$ cat src/rtl/wb_dest_pipe_pkg.sv
// Shared constants and forwarding encodings for the write-back destination pipeline.
package wb_dest_pipe_pkg;

  localparam int ADDR_W_DEF = 5;

  typedef enum logic [1:0] {
    FWD_NONE = 2'b00,
    FWD_WB   = 2'b01,
    FWD_MEM  = 2'b10
  } fwd_e;

  // The younger MEM-stage result wins when both stages target the same register.
  function automatic fwd_e fwd_sel(input logic mem_hit, input logic wb_hit);
    if (mem_hit) return FWD_MEM;
    else if (wb_hit) return FWD_WB;
    else return FWD_NONE;
  endfunction

endpackage

$ cat src/rtl/wb_dest_pipe_decoder.sv
// dest_decoder: address plus enable to a one-hot register-file write enable.
module dest_decoder #(
  parameter int ADDR_W = 5,
  parameter int NREG   = 2**ADDR_W
) (
  input  logic [ADDR_W-1:0] addr,
  input  logic              en,
  output logic [NREG-1:0]   onehot
);

  always_comb begin
    // NOTE: default first so every path assigns onehot and no latch is inferred.
    onehot = '0;
    if (en) onehot[addr] = 1'b1;
  end

endmodule

$ cat src/rtl/wb_dest_pipe.sv
// MEM/WB destination-register pipeline with stall, flush, $0 suppression and one-hot write enable.
// Optional operand forwarding compare is enabled by defining WB_DEST_FWD_EN.
module wb_dest_pipe
  import wb_dest_pipe_pkg::*;
#(
  parameter int ADDR_W = ADDR_W_DEF,
  parameter int NREG   = 2**ADDR_W
) (
  input  logic              clk,
  input  logic              rst,
  input  logic [ADDR_W-1:0] ex_dest,
  input  logic              ex_wr,
  input  logic              stall,
  input  logic              flush,
`ifdef WB_DEST_FWD_EN
  input  logic [ADDR_W-1:0] ex_rs,
  input  logic [ADDR_W-1:0] ex_rt,
  output logic [1:0]        fwd_a,
  output logic [1:0]        fwd_b,
`endif
  output logic [ADDR_W-1:0] mem_dest,
  output logic              mem_wr,
  output logic [ADDR_W-1:0] wb_dest,
  output logic              wb_wr,
  output logic [NREG-1:0]   wb_we
);

  always_ff @(posedge clk) begin
    // NOTE: non-blocking so WB samples the old MEM value on the same edge MEM updates.
    if (rst) begin
      mem_dest <= '0;
      mem_wr   <= 1'b0;
      wb_dest  <= '0;
      wb_wr    <= 1'b0;
    end else begin
      if (flush) begin
        mem_dest <= '0;
        mem_wr   <= 1'b0;
      end else if (!stall) begin
        mem_dest <= ex_dest;
        // Writes to $0 are dropped here so they never reach the register file.
        mem_wr   <= ex_wr && (ex_dest != '0);
      end
      if (!stall) begin
        wb_dest <= mem_dest;
        wb_wr   <= mem_wr;
      end
    end
  end

  dest_decoder #(
    .ADDR_W (ADDR_W),
    .NREG   (NREG)
  ) u_dest_decoder (
    .addr   (wb_dest),
    .en     (wb_wr),
    .onehot (wb_we)
  );

`ifdef WB_DEST_FWD_EN
  assign fwd_a = fwd_sel(mem_wr && (mem_dest == ex_rs), wb_wr && (wb_dest == ex_rs));
  assign fwd_b = fwd_sel(mem_wr && (mem_dest == ex_rt), wb_wr && (wb_dest == ex_rt));
`endif

endmodule

$ cat config.mk
export PLATFORM = sky130hd
export DESIGN_NAME = wb_dest_pipe
export DESIGN_NICKNAME = d
export VERILOG_FILES = /design/src/rtl/wb_dest_pipe_pkg.sv /design/src/rtl/wb_dest_pipe_decoder.sv /design/src/rtl/wb_dest_pipe.sv
export SDC_FILE = /design/constraint.sdc
export NUM_CORES = 1
export LEC_CHECK = 0
export CAP_MARGIN = 20
export CORE_MARGIN = 8
export CORE_UTILIZATION = 32
export DETAILED_ROUTE_END_ITERATION = 12
export GPL_TIMING_DRIVEN = 0
export PLACE_DENSITY = 0.85
export SETUP_SLACK_MARGIN = 0.3
export SYNTH_ARGS = -nofsm -noshare
export SYNTH_HDL_FRONTEND = slang
export SYNTH_HIERARCHICAL = 1
export SYNTH_SLANG_ARGS = --single-unit
$ cat constraint.sdc
create_clock -name clk -period 1.55 [get_ports clk]
set_input_delay 0.155 -clock clk [delete_from_list [all_inputs] [get_ports clk]]
set_output_delay 0.155 -clock clk [all_outputs]
set_load 0.005 [all_outputs]
==> results of run 1 <==
## worst min-delay path: cells and delay by family, from the launching register on
family | cells | cell delay [ns]
AOI/OAI and AO/OA | 1 | 0.05
and+or+nand+nor | 1 | 0.06
DFF | 1 | 0.33
## final timing paths
path	endpoint	slack, ns
setup / recovery	wb_we[3]	-0.06
hold / removal	mem_wr	0.47
setup reg to reg	wb_dest[2]	0.44
hold reg to reg	mem_wr	0.47
## synth_stat cells
cell and n:
a21oi_1 1, nand4_1 1, dfxtp_1 12, nand2b_1 2
nor2_1 43, or4b_1 1, or2_2 1, or4_1 1
nand2_1 2, o21ai_1 1, nand4b_1 3, nor2b_1 1
or2_1 1, mux2i_1 11, nand4bb_1 3, clkbuf_1 4
buf_4 1
## kinds of logic after synthesis
kind of cell | synth area share, %
and+or+nand+nor | 42.6
DFF | 36.0
buffers and inverters | 3.38
AOI/OAI and AO/OA | 1.50
muxes | 16.5
## routing by layer
layer	part of all wire (%)	vias to the layer above	track usage, %
met1	40	468	18.3
met4	2.1	0	8.12
li1	-	482	-
met5	0	-	0
met2	45	67	30.1
met3	13	8	6.68
## final cells by class
cell class                 instances  share of cell area [%]
buffer                             5                    3.28
clock buffer                       4                    2.21
multi-input combinational         72                    33.0
sequential                        12                    16.3
tap                               27                    2.06
timing repair buffer              87                    43.1
## per-stage QoR
step	power (W)	setup slack [ns]	hold slack [ns]	cell area (µm²)
6_report	0.000689	-0.0553	0.473	1640
5_1_grt	0.000712	-0.0907	0.500	1640
2_1_floorplan	0.000365	0.310	0.227	667
3_3_place_gp	0.000414	-0.244	0.472	1230
4_1_cts	0.000676	-0.0563	0.476	1490
3_5_place_dp	0.000416	-0.292	0.476	1230
## power groups by stage
stage                     registers [W]  logic [W]  clock network (W)
after floorplan                0.000331  0.0000337                  0
after global placement         0.000332  0.0000819                  0
after detailed placement       0.000332  0.0000844                  0
after CTS                      0.000315   0.000110           0.000252
after global routing           0.000318   0.000129           0.000265
final                          0.000316   0.000122           0.000251
## timing repair
item                       4_1_cts  5_1_grt
setup endpoints to repair       44       33
pin swaps                       31       23
resized for setup              194       32
buffers inserted                29        5
hold buffers                     0        0
## flip-flops by register name (all words and copies together), names as in the netlist
register and flops:
wb_wr 1, mem_dest 5, wb_dest 5, mem_wr 1
==> flow_metrics.tcl, run 1 <==
set metrics [dict create \
    clock.fmax_ghz 0.623 \
    portBuffers 53 \
    hold_violations 0 \
    final_common_cell "buf_2" \
    first_pass_iters 4 \
    stdcell_count 207 \
    seqPwrFrac_pct 45.9 \
    die_w_um 61.7 \
    syn_avg_cell_area_um2 7.49 \
    fillers 116 \
    reg2reg_from "wb_dest[2]" \
    dp.cells 169 \
    start_kind "flop" \
    cts_root_buf "clkbuf_4" \
    ys_types 17 \
    r2r_cells 6 \
    maxCapViolations 0 \
    regArea_um2 268 \
    path_clk_slew_ns 0.08 \
    clockBufferDepth 2 \
    initial_utilization_pct 34.0 \
    h-tree-depth 1 \
    syn_nets 99 \
    ys_warn_count 6 \
    seq_area_frac_synth_pct 36.0 \
    grt_pass1_wl_mm 4.96 \
    synth_area_um2 667 \
    drive_gt1_share_pct 61.7 \
    ios 54 \
    cts_buffers 3 \
    path_class "flop to primary output" \
    final.setup_skew_ns 0.00682 \
    cp.depth 3 \
    worstSkewPairLatency_ns 0.28 \
    route.detailed.drc 0 \
    hold_path.class "flop to flop" \
    grt_max_degree 11 \
    grt_pass1_vias 1040 \
    routed_wl_mm 3.85 \
    hp-start "mem_wr" \
    slew_violations 0 \
    post-dp-hpwl_mm 1.98 \
    drt_iter0_markers 31 \
    cpPeakStageDelay_ns 0.58 \
    place.gp.congestion 0.741 \
    cp_max_fo 4 \
    p_sw_w 0.000165 \
    maxSlewHeadroom_pct 82.1 \
    antenna_found_initial 0 \
    cts_sinks 12 \
    synth_top_area_share_pct 36.0 \
    intPower_w 0.000524 \
    cts_tree "done" \
    crit_slowest_cell "or4b_4" \
    cp_top_family "simple AND/OR/NAND/NOR gates" \
    grt_overflow 0 \
    coreArea_um2 1960 \
    finalNetCount 191 \
    setup_tns_ns -0.303 \
    synth-seq-cells 12 \
    violations "negative setup slack" \
    rsz0062_at_grt "yes" \
    placementRows 16 \
    startpoint "wb_dest[3]" \
    clockPowerShare_pct 36.4 \
    die_area_um2 3800 \
    final_core_util_pct 83.6 \
    critical_path_required_ns 1.39 \
    multi_input_area_um2 542 \
    area_growth_pct 146 \
    leakage_nw 0.809 \
    setup_ws_ns -0.0553 \
    die_h_um 61.7 \
    setup_viol 9 \
    power_switching_share_pct 24.0 \
    syn_inst 89 \
    status "finished with violations" \
    p_per_area_nw_per_um2 420 \
    final_cell_mix "buf_2 (28), nor2_1 (25), buf_6 (21)" \
    ir_worst_vdd_v 0.000442 \
    power_frac_comb_pct 17.7 \
    path_cells "or4b_4 > nor2_1 > buf_2" \
    synth_top_area_cell "dfxtp_1" \
    whs_path_depth 2 \
    wire_per_inst_um 18.6 \
    period_needed_ns 1.61 \
    diodes 0 \
    ant_nets 0 \
    fin_crit_sh_pct 104 \
    arrival_ns 1.45 \
    viasPerCell 4.95 \
    worstMarginPinSlew_ns 0.267 \
    end_kind "primary output" \
    num_vias 1025 \
    path_buf_inv 1 \
    synth_area_leaders "dfxtp_1 (36%), nor2_1 (24%), mux2i_1 (17%)" \
    track_usage_pct 17.5 \
]
No activity file was read; power rests on OpenSTA's default activity.
==> run 2, diff against run 1 <==
==> constraint.sdc (replaced) <==
create_clock -name clk -period 1.55 [get_ports clk]
set_input_delay 0.3875 -clock clk [delete_from_list [all_inputs] [get_ports clk]]
set_output_delay 0.3875 -clock clk [all_outputs]
set_load 0.005 [all_outputs]
==> flow_metrics.tcl, run 2 (synthesized netlist as in run 1, its figures left out) <==
set metrics [dict create \
    viasPerCell 5.66 \
    reg2reg_slack_ns 0.35 \
    maxCapViolations 0 \
    period_needed_ns 1.99 \
    cts_root_buf "clkbuf_4" \
    place.gp.congestion 0.744 \
    diodes 0 \
    routed_wl_mm 5.47 \
    ir_worst_vdd_v 0.000432 \
    cts_sinks 12 \
    crit_slowest_cell "or4b_4" \
    initial_utilization_pct 34.0 \
    end_kind "primary output" \
    reg.largest.list "mem_dest (5), wb_dest (5)" \
    ios 54 \
    path_clk_slew_ns 0.09 \
    final_common_cell "buf_6" \
    p_per_area_nw_per_um2 404 \
    hold_violations 0 \
    rsz0062_at_grt "yes" \
    placementRows 16 \
    path_class "flop to primary output" \
    final_cell_mix "buf_6 (38), buf_2 (29), nor2_1 (23)" \
    whs_ns 0.514 \
    track_usage_pct 19.1 \
    cp_top_family "simple AND/OR/NAND/NOR gates" \
    leakage_nw 0.863 \
    placed_cell_area_um2 1250 \
    portBuffers 53 \
    status "finished with violations" \
    clock.fmax_ghz 0.501 \
    wire_per_inst_um 24.7 \
    setup_ws_ns -0.444 \
    grt_max_degree 11 \
    coreArea_um2 1960 \
    cp_max_fo 3 \
    final.setup_skew_ns 0.000735 \
    die_h_um 61.7 \
    post-dp-hpwl_mm 1.96 \
    drt_iter0_markers 71 \
    first_pass_iters 4 \
    ant_nets 0 \
    worstSkewPairLatency_ns 0.29 \
    cts_tree "done" \
    critical_path_required_ns 1.16 \
    dp_slack_ns -0.385 \
    die_area_um2 3800 \
    finalNetCount 206 \
    die_w_um 61.7 \
    start_kind "flop" \
    path_buf_inv 2 \
    fin_crit_sh_pct 129 \
    grt_pass1_vias 1115 \
    grt_overflow 0 \
    hold_path.class "primary input to flop" \
    route.detailed.drc 0 \
    grt_pass1_wl_mm 5.38 \
    maxSlewHeadroom_pct 80.1 \
    slew_violations 0 \
    clockBufferDepth 2 \
    num_vias 1256 \
    drive_gt1_share_pct 70.3 \
    area_growth_pct 174 \
    h-tree-depth 1 \
    cts_buffers 3 \
    arrival_ns 1.61 \
    antenna_found_initial 0 \
    setup_viol 33 \
    worstMarginPinSlew_ns 0.299 \
    violations "negative setup slack" \
    cpPeakStageDelay_ns 0.58 \
    stdcell_area_um2 1830 \
    path_cells "or4b_4 > buf_6 > nor2_2 > buf_2" \
]
-- run 2: cell types whose count changed in the layout (fill, tap and decap cells not counted), sizes merged --
cell and change:
clkbuf -1, buf +21, clkdlybuf4s50 -6, clkdlybuf4s15 +5, dlygate4sd2 -4
-- run 2: metrics by stage --
stage	std cells	utilization (%)	TNS [ns]	power [W]
floorplan	89	-	0	0.000366
global placement	169	63.6	-6.68	0.000415
detailed placement	169	63.6	-7.67	0.000417
CTS	212	82.0	-5.30	0.000678
global route	222	93.3	-11.51	0.000768
finish	222	93.3	-9.83	0.000739
-- run 2: path summary, 6_finish.rpt --
kind / startpoint / to / cells past startpoint
max reg2reg: wb_dest[2] / wb_dest[2] / 6
max: wb_dest[2] / wb_we[0] / 4
min reg2reg: mem_wr / mem_wr / 2
min: ex_dest[2] / mem_dest[2] / 3
-- run 2: what timing repair did --
action	4_1_cts	5_1_grt
setup buffers	39	10
pin swaps	31	20
endpoints found under the hold margin	0	0
gates resized for setup	214	51
endpoints found under the setup margin	55	44
hold buffers	0	0
-- run 2: worst reg2reg max path, stage by stage (launching register included) --
cell	delay (ns)
dfxtp_4	0.37
buf_6	0.12
buf_6	0.12
buf_6	0.11
buf_6	0.11
mux2i_1	0.19
nor2_1	0.07
-- run 2: final cells by class --
class	count	area [µm²]
fill	69	131
timing repair buffer	102	870
clock buffer	4	36.3
multi-input combinational	72	567
sequential	12	265
buffer	5	58.8
tap	27	33.8
-- run 2: power by group --
| group | internal [W] | total, W | switching [W] |
|---|---|---|---|
| Sequential | 0.000311 | 0.000320 | 0.00000817 |
| Clock | 0.000143 | 0.000272 | 0.000129 |
| Combinational | 0.0000821 | 0.000148 | 0.0000657 |
| Total | 0.000537 | 0.000739 | 0.000203 |
-- run 2: metal layers --
metal	routed length, µm	global-route usage (%)
met2	2600	33.8
met4	322	6.49
met3	620	7.31
met1	1940	19.9
met5	0	0
